[config.mk]
export PLATFORM = sky130hd
export DESIGN_NAME = response_frame_builder_flat
export DESIGN_NICKNAME = d
export VERILOG_FILES = /design/src/rtl/response_frame_builder_pkg.sv /design/src/rtl/response_frame_builder_if.sv /design/src/rtl/response_frame_builder_byte_stuffer.sv /design/src/rtl/response_frame_builder.sv /design/src/flat_wrapper.sv
export SDC_FILE = /design/constraint.sdc
export NUM_CORES = 1
export LEC_CHECK = 0
export CELL_PAD_IN_SITES_DETAIL_PLACEMENT = 2
export CELL_PAD_IN_SITES_GLOBAL_PLACEMENT = 2
export CORE_MARGIN = 2
export CORE_UTILIZATION = 36
export DETAILED_ROUTE_END_ITERATION = 12
export GPL_TIMING_DRIVEN = 0
export PLACE_DENSITY = 0.78
export SYNTH_ARGS = -nofsm -noshare
export SYNTH_HDL_FRONTEND = slang
export SYNTH_HIERARCHICAL = 1
export SYNTH_SLANG_ARGS = --single-unit
[constraint.sdc]
create_clock -name clock -period 3.3 [get_ports clock]
set_input_delay 0.495 -clock clock [delete_from_list [all_inputs] [get_ports clock]]
set_output_delay 0.495 -clock clock [all_outputs]
set_load 0.02 [all_outputs]
[src/rtl/response_frame_builder_pkg.sv]
// Shared constants for the response frame builder: framing bytes, the escape
// rule and the control FSM state encoding.
package response_frame_builder_pkg;

  localparam logic [7:0] FRAME_BYTE  = 8'h7E;
  localparam logic [7:0] ESCAPE_BYTE = 8'h7D;
  localparam logic [7:0] ESCAPE_XOR  = 8'h20;

  // The escaped second half lives inside the byte stuffer, so the control FSM
  // needs no separate escape state.
  localparam logic [2:0] ST_IDLE       = 3'd0;
  localparam logic [2:0] ST_SEND_START = 3'd1;
  localparam logic [2:0] ST_COLLECT    = 3'd2;
  localparam logic [2:0] ST_EMIT       = 3'd3;
  localparam logic [2:0] ST_TAIL       = 3'd4;
  localparam logic [2:0] ST_WAIT_CLOCK = 3'd5;
  localparam logic [2:0] ST_CLOCK_BYTE = 3'd6;
  localparam logic [2:0] ST_SEND_END   = 3'd7;

  function automatic logic needs_escape(input logic [7:0] value);
    return (value == FRAME_BYTE) || (value == ESCAPE_BYTE);
  endfunction

endpackage

[src/rtl/response_frame_builder_if.sv]
// Result-bit stream, cycle-count stream and UART byte stream of the
// response frame builder, bundled with producer/consumer views.
interface response_frame_builder_if #(
  parameter int CLOCK_WIDTH = 32
);
  logic                   packet_data;
  logic                   packet_valid;
  logic                   packet_ready;
  logic                   packet_last;
  logic [CLOCK_WIDTH-1:0] clock_data;
  logic                   clock_valid;
  logic                   clock_ready;
  logic [7:0]             uart_data;
  logic                   uart_valid;
  logic                   uart_ready;

  modport master (
    output packet_data, packet_valid, packet_last,
    output clock_data, clock_valid,
    output uart_ready,
    input  packet_ready, clock_ready, uart_data, uart_valid
  );

  modport slave (
    input  packet_data, packet_valid, packet_last,
    input  clock_data, clock_valid,
    input  uart_ready,
    output packet_ready, clock_ready, uart_data, uart_valid
  );
endinterface

[src/rtl/response_frame_builder_byte_stuffer.sv]
// Registered byte output stage: escapes FRAME/ESCAPE bytes unless flagged raw,
// and holds the output stable until the consumer takes it.
module response_frame_builder_byte_stuffer
  import response_frame_builder_pkg::*;
(
  input  logic       clock,
  input  logic       reset,
  input  logic [7:0] in_data,
  input  logic       in_raw,
  input  logic       in_valid,
  output logic       in_ready,
  output logic [7:0] out_data,
  output logic       out_valid,
  input  logic       out_ready
);

  logic [7:0] data_reg, data_next;
  logic       valid_reg, valid_next;
  logic       pend_reg, pend_next;
  logic [7:0] pend_data_reg, pend_data_next;
  logic       load;

  // The output register may be refilled when empty or being taken this cycle;
  // a pending escaped byte has priority over new input.
  assign load     = !valid_reg || out_ready;
  assign in_ready = load && !pend_reg;

  always_comb begin
    data_next      = data_reg;
    valid_next     = valid_reg;
    pend_next      = pend_reg;
    pend_data_next = pend_data_reg;
    if (load) begin
      if (pend_reg) begin
        data_next  = pend_data_reg;
        valid_next = 1'b1;
        pend_next  = 1'b0;
      end else if (in_valid) begin
        valid_next = 1'b1;
        if (!in_raw && needs_escape(in_data)) begin
          data_next      = ESCAPE_BYTE;
          pend_next      = 1'b1;
          pend_data_next = in_data ^ ESCAPE_XOR;
        end else begin
          data_next = in_data;
        end
      end else begin
        valid_next = 1'b0;
      end
    end
  end

  always_ff @(posedge clock or negedge reset) begin
    if (!reset) begin
      data_reg      <= 8'h00;
      valid_reg     <= 1'b0;
      pend_reg      <= 1'b0;
      pend_data_reg <= 8'h00;
    end else begin
      data_reg      <= data_next;
      valid_reg     <= valid_next;
      pend_reg      <= pend_next;
      pend_data_reg <= pend_data_next;
    end
  end

  assign out_data  = data_reg;
  assign out_valid = valid_reg;

endmodule

[src/rtl/response_frame_builder.sv]
// Packs the processed result bit stream LSB-first into bytes and emits one
// byte-stuffed frame per packet: start, payload, tail, cycle count, end.
module response_frame_builder
  import response_frame_builder_pkg::*;
#(
  parameter int CLOCK_WIDTH = 32
) (
  input logic                    clock,
  input logic                    reset,
  response_frame_builder_if.slave bus
);

  localparam int NB    = CLOCK_WIDTH / 8;
  localparam int IDX_W = (NB > 1) ? $clog2(NB) : 1;
  localparam logic [IDX_W-1:0] LAST_IDX = IDX_W'(NB - 1);

  logic [2:0]             state_reg, state_next;
  logic [7:0]             acc_reg, acc_next;
  logic [3:0]             cnt_reg, cnt_next;
  logic                   last_seen_reg, last_seen_next;
  logic [CLOCK_WIDTH-1:0] clock_reg, clock_next;
  logic [IDX_W-1:0]       idx_reg, idx_next;
  logic [7:0]             clock_bytes [NB];

  logic [7:0] stuff_data;
  logic       stuff_raw;
  logic       stuff_valid;
  logic       stuff_ready;
  logic       pkt_ready;
  logic       clk_ready;

  for (genvar gi = 0; gi < NB; gi++) begin : g_clock_bytes
    assign clock_bytes[gi] = clock_reg[gi*8 +: 8];
  end

  always_comb begin
    state_next     = state_reg;
    acc_next       = acc_reg;
    cnt_next       = cnt_reg;
    last_seen_next = last_seen_reg;
    clock_next     = clock_reg;
    idx_next       = idx_reg;
    stuff_data     = 8'h00;
    stuff_raw      = 1'b0;
    stuff_valid    = 1'b0;
    pkt_ready      = 1'b0;
    clk_ready      = 1'b0;
    case (state_reg)
      ST_IDLE: begin
        if (bus.packet_valid) state_next = ST_SEND_START;
      end
      ST_SEND_START: begin
        stuff_valid = 1'b1;
        stuff_raw   = 1'b1;
        stuff_data  = FRAME_BYTE;
        if (stuff_ready) state_next = ST_COLLECT;
      end
      ST_COLLECT: begin
        pkt_ready = 1'b1;
        if (bus.packet_valid) begin
          acc_next = acc_reg | ({7'b0, bus.packet_data} << cnt_reg[2:0]);
          cnt_next = cnt_reg + 4'd1;
          if (cnt_reg == 4'd7 || bus.packet_last) begin
            last_seen_next = bus.packet_last;
            state_next     = ST_EMIT;
          end
        end
      end
      ST_EMIT: begin
        stuff_valid = 1'b1;
        stuff_data  = acc_reg;
        if (stuff_ready) begin
          if (last_seen_reg) begin
            state_next = ST_TAIL;
          end else begin
            acc_next   = 8'h00;
            cnt_next   = 4'd0;
            state_next = ST_COLLECT;
          end
        end
      end
      ST_TAIL: begin
        // The bit count of the final byte is still held in cnt_reg here.
        stuff_valid = 1'b1;
        stuff_raw   = 1'b1;
        stuff_data  = {4'h0, cnt_reg};
        if (stuff_ready) begin
          acc_next       = 8'h00;
          cnt_next       = 4'd0;
          last_seen_next = 1'b0;
          state_next     = ST_WAIT_CLOCK;
        end
      end
      ST_WAIT_CLOCK: begin
        clk_ready = 1'b1;
        if (bus.clock_valid) begin
          clock_next  = bus.clock_data;
          // Offer byte 0 straight away so the UART stream has no bubble.
          stuff_valid = 1'b1;
          stuff_data  = bus.clock_data[7:0];
          if (stuff_ready) begin
            if (LAST_IDX == '0) begin
              state_next = ST_SEND_END;
            end else begin
              idx_next   = IDX_W'(1);
              state_next = ST_CLOCK_BYTE;
            end
          end else begin
            idx_next   = '0;
            state_next = ST_CLOCK_BYTE;
          end
        end
      end
      ST_CLOCK_BYTE: begin
        stuff_valid = 1'b1;
        stuff_data  = clock_bytes[idx_reg];
        if (stuff_ready) begin
          if (idx_reg == LAST_IDX) state_next = ST_SEND_END;
          else                     idx_next   = idx_reg + IDX_W'(1);
        end
      end
      ST_SEND_END: begin
        stuff_valid = 1'b1;
        stuff_raw   = 1'b1;
        stuff_data  = FRAME_BYTE;
        if (stuff_ready) state_next = ST_IDLE;
      end
      default: state_next = ST_IDLE;
    endcase
  end

  always_ff @(posedge clock or negedge reset) begin
    if (!reset) begin
      state_reg     <= ST_IDLE;
      acc_reg       <= 8'h00;
      cnt_reg       <= 4'd0;
      last_seen_reg <= 1'b0;
      clock_reg     <= '0;
      idx_reg       <= '0;
    end else begin
      state_reg     <= state_next;
      acc_reg       <= acc_next;
      cnt_reg       <= cnt_next;
      last_seen_reg <= last_seen_next;
      clock_reg     <= clock_next;
      idx_reg       <= idx_next;
    end
  end

  assign bus.packet_ready = pkt_ready;
  assign bus.clock_ready  = clk_ready;

  response_frame_builder_byte_stuffer u_stuffer (
    .clock     (clock),
    .reset     (reset),
    .in_data   (stuff_data),
    .in_raw    (stuff_raw),
    .in_valid  (stuff_valid),
    .in_ready  (stuff_ready),
    .out_data  (bus.uart_data),
    .out_valid (bus.uart_valid),
    .out_ready (bus.uart_ready)
  );

endmodule
[src/flat_wrapper.sv]
// flat-port wrapper written by rule: the top's interface ports become plain ports
module response_frame_builder_flat import response_frame_builder_pkg::*;
#(
  parameter int CLOCK_WIDTH = 32
)
  (clock, reset, bus_packet_data, bus_packet_valid, bus_packet_last, bus_clock_data, bus_clock_valid, bus_uart_ready, bus_packet_ready, bus_clock_ready, bus_uart_data, bus_uart_valid);
  response_frame_builder_if #(.CLOCK_WIDTH(CLOCK_WIDTH)) bus_i ();
  input logic clock;
  input logic reset;
  input wire logic [$bits(bus_i.packet_data)-1:0] bus_packet_data;
  input wire logic [$bits(bus_i.packet_valid)-1:0] bus_packet_valid;
  input wire logic [$bits(bus_i.packet_last)-1:0] bus_packet_last;
  input wire logic [$bits(bus_i.clock_data)-1:0] bus_clock_data;
  input wire logic [$bits(bus_i.clock_valid)-1:0] bus_clock_valid;
  input wire logic [$bits(bus_i.uart_ready)-1:0] bus_uart_ready;
  output wire logic [$bits(bus_i.packet_ready)-1:0] bus_packet_ready;
  output wire logic [$bits(bus_i.clock_ready)-1:0] bus_clock_ready;
  output wire logic [$bits(bus_i.uart_data)-1:0] bus_uart_data;
  output wire logic [$bits(bus_i.uart_valid)-1:0] bus_uart_valid;
  assign bus_i.packet_data = bus_packet_data;
  assign bus_i.packet_valid = bus_packet_valid;
  assign bus_i.packet_last = bus_packet_last;
  assign bus_i.clock_data = bus_clock_data;
  assign bus_i.clock_valid = bus_clock_valid;
  assign bus_i.uart_ready = bus_uart_ready;
  assign bus_packet_ready = bus_i.packet_ready;
  assign bus_clock_ready = bus_i.clock_ready;
  assign bus_uart_data = bus_i.uart_data;
  assign bus_uart_valid = bus_i.uart_valid;
  response_frame_builder #(.CLOCK_WIDTH(CLOCK_WIDTH)) u_core (.clock(clock), .reset(reset), .bus(bus_i));
endmodule
==> flow_results.org <==
** Logic synthesis
- Mean Syn Cell Area :: 11.58 sq um
- Cell count after synthesis :: 303
- Synth Warn # :: 6
- The cell area that synthesis handed to floorplanning was 0.003508 sq mm.
- The synthesized design spends more area on one cell type than any other, namely sky130_fd_sc_hd__dfrtp_1.
- For this run, the register share of the synthesized area comes to 0.4850.
- Post-synth EDFFs :: 0
- The most used flip-flop cell after synthesis is sky130_fd_sc_hd__dfrtp_1.
- The netlist uses 55 different library cells.
- Net count after synthesis :: 344
- Most common cell in the netlist :: sky130_fd_sc_hd__dfrtp_1
- Most numerous cell types in the synthesized netlist :: sky130_fd_sc_hd__dfrtp_1, sky130_fd_sc_hd__mux2_2, sky130_fd_sc_hd__a21oi_1, sky130_fd_sc_hd__nor2_1
- Synthesis-stage register bit count :: 68
- By area the synthesized netlist is led by sky130_fd_sc_hd__dfrtp_1, sky130_fd_sc_hd__mux2_2, sky130_fd_sc_hd__mux4_2, sky130_fd_sc_hd__a21oi_1, sky130_fd_sc_hd__mux2i_1.
- After synthesis, the share of flip-flops with an asynchronous set or reset is 1.000.
- The share of synthesized area in the top cell type comes to 0.4850.

** Clock network
- Clock insertion delay at the later pin of the skew report :: 350 ps
- Maximum number of buffers from clock root to sink :: 2
- Buffer cell driving the clock tree root :: sky130_fd_sc_hd__clkbuf_8
- After clock tree synthesis, the setup repair step added 0 buffers.
- Post-cts resize count :: 0
- Number of H-tree levels :: 3
- Clock-pin slew was measured on the worst setup and hold paths at 70 ps.
- The clock net in this run drives a total of 68 sinks.
- TritonCTS clock tree :: built
- CTS Hold Buffers Added :: 0
- Number of buffers added by the clock tree synthesis step :: 9

** STA
- Final WS setup :: 408.1 ps
- Tightest hold margin :: 253.5 ps
- The total count of hold-check failures in the final report is 0.
- Number of failing setup endpoints in the final timing report :: 0
- In this run the tightest slew margin relative to its limit is 0.4133.
- At the pin with the least slew margin, the transition time is 880.1 ps.
- Final Critical Period :: 2892 ps
- Of the available clock period, the critical path in the final layout requires 0.8763.
- Maximum clock frequency :: 345.8 MHz
- Setup repair after global routing left no endpoint under its margin.
- Post-Route Skew :: 4.688 ps
- Max-slew violation total from the final report :: 0

** Power
- For this design the static power due to leakage is 0.001904 uW.
- VDD sags by at most 0.3554 mV.
- Of the total power, combinational logic draws 0.475.
- Of the total power, the clock network draws 0.173.
- In this run the power spent charging and discharging nets is 1492 uW.
- Power density relative to cell area :: 902.4 mW/mm^2
- The share of total power dissipated in sequential elements is 0.352.
- Switching part of the total :: 0.3804
- Internal power contribution :: 2430 uW

** Setup path
- Of all nets on the critical path, the largest fanout is 10.
- The worst register-to-register path has a setup slack of 560 ps.
- STA classifies the critical path startpoint as an input pin.
- The worst setup path is captured at a flip-flop.
- Data arrival at the endpoint of the critical path :: 3120 ps
- For the worst setup path, the data required time is 3530 ps.
- Worst Path Class, Setup :: in2reg

** Floorplan
- Die outline area :: 0.01055 sq mm
- Row generation in the floorplan step produced 36 rows.
- Die Width :: 102.7 um
- The total area inside the core boundary comes to 0.009594 sq mm.
- For this configuration, the core starts out at a cell density of 0.3657.
- Measured along the y axis, the die boundary spans 102.7 um.
- For this design the top-level I/O count stands at 50.

** Drt
- The first TritonRoute pass finished after 4 iterations.
- Using the TritonRoute via totals, the vias-per-cell ratio works out to 5.306.
- Summing over every cut layer, the via total after detailed routing is 2653.
- After detailed routing, the average wire length per cell comes to 19.06 um.
- Wires add up to 9528 um.
- In this run the remaining antenna-violating nets after routing total 0.
- In this run, the number of DRC markers left after iteration 0 of detailed routing was 127.
- After detailed routing, the number of remaining DRC violations is 0.

** Final layout
- The layout has 993 filler cells.
- Post-route core utilization :: 0.4531
- Final nets :: 404
- Leaving out filler cells and counting taps, the final layout contains 500.
- Diodes inserted :: 0
- Area Overhead vs Synth :: 23.89%
- Largest register FFs :: 32
- Fraction of layout cells with a size suffix above 1 :: 0.2371

** Placement
- Before CTS, the worst setup slack after placement is 51.48 ps.
- Final RePlAce weighted congestion :: 0.7742
- Once placement completed, the tool counted placed cells totaling 485.
- The count of buffers added on input and output ports is 49.
- Once detailed placement completed, the half-perimeter wirelength came to 6996 um.

** Global route
- Number of global-route vias before repair :: 2921
- The number of antenna violations at the first check in global routing is 0.
- Total GRT Usage :: 0.2013
- The first global-routing pass estimated 15750 um of wire.
- Overflow left after global routing :: 0
- Entering global routing, the biggest net connects 69 pins.

** Min path
- In this run the worst hold path is classified as in2async.

** Outcome
- The run finished with clean final reports.

** Run
- The tool flagged a number of max-cap violations equal to 0.
## critical path: stages
cell and delay, ps:
sky130_fd_sc_hd__clkdlybuf4s50_1 520, sky130_fd_sc_hd__clkbuf_1 400, sky130_fd_sc_hd__nand3_1 140, sky130_fd_sc_hd__a31o_2 250, sky130_fd_sc_hd__a21oi_1 330, sky130_fd_sc_hd__xnor2_1 160
sky130_fd_sc_hd__nor3_2 230, sky130_fd_sc_hd__nand3_2 210, sky130_fd_sc_hd__mux2_1 370
## layout by cell type, fill, tap and decap left out, types with 10 or more instances in the layout
cell type / Yosys / routed
sky130_fd_sc_hd__dfrtp_1: 68 / 68
sky130_fd_sc_hd__clkdlybuf4s50_1: 0 / 48
sky130_fd_sc_hd__mux2_2: 32 / 32
sky130_fd_sc_hd__a21oi_1: 21 / 21
sky130_fd_sc_hd__nor2_1: 18 / 18
sky130_fd_sc_hd__buf_2: 12 / 12
sky130_fd_sc_hd__inv_1: 12 / 12
sky130_fd_sc_hd__clkbuf_8: 0 / 10
sky130_fd_sc_hd__nand3_1: 10 / 10
## logic make-up after synthesis
group,share of synthesized area
compound gates,0.1202
xor+xnor,0.004994
fa+ha+maj,0.007132
buf+inv,0.04351
flops,0.4850
mux,0.1897
simple gates,0.1494
## final timing paths
path / end / from / cells after the start
hold reg to reg: u_core/u_stuffer/pend_data_reg[3]$_DFFE_PN0P_ / u_core/u_stuffer/pend_data_reg[3]$_DFFE_PN0P_ / 1
max in group asynchronous: u_core/cnt_reg[0]$_DFFE_PN0P_ / reset / 1
hold / removal: u_core/u_stuffer/out_data[1]$_DFFE_PN0P_ / reset / 1
setup reg to reg: u_core/u_stuffer/pend_data_reg[0]$_DFFE_PN0P_ / u_core/idx_reg[1]$_DFFE_PN0P_ / 8
min in group clock: u_core/u_stuffer/pend_data_reg[3]$_DFFE_PN0P_ / u_core/u_stuffer/pend_data_reg[3]$_DFFE_PN0P_ / 1
setup / recovery: u_core/u_stuffer/pend_data_reg[0]$_DFFE_PN0P_ / bus_clock_valid / 9
## metal layers
metal	vias up	wire (um)	global-route usage
li1	1218	-	-
met1	1373	4272	0.2626
met2	52	4877	0.3399
met3	10	270	0.04136
met4	0	107	0.05846
met5	-	0	0
## final cells by class
type	count	area, sq um	share of cell area
timing repair buffer	49	488.0	0.1123
multi-input combinational	202	1654	0.3805
sequential	68	1702	0.3915
inverter	12	45.04	0.01036
clock inverter	2	35.03	0.008060
clock buffer	13	148.9	0.03425
buffer	21	107.6	0.02476
tap	133	166.4	0.03828
## metrics by stage
step	cell area (sq um)	total power [uW]	TNS (ps)
final	4347	3922	0
after global routing	4347	4229	0
after CTS	4347	3972	0
after detailed placement	4163	3253	0
after global placement	4165	3158	-45470
after floorplan	3508	2631	0
## power by group through the flow
stage | Clock, uW | Sequential [uW] | Combinational (uW)
after floorplan | 0 | 1380 | 1250
after global placement | 0 | 1370 | 1790
after detailed placement | 0 | 1400 | 1860
after CTS | 701 | 1390 | 1890
after global routing | 749 | 1430 | 2050
final | 680 | 1380 | 1860
(Power assumes the default switching activity.)
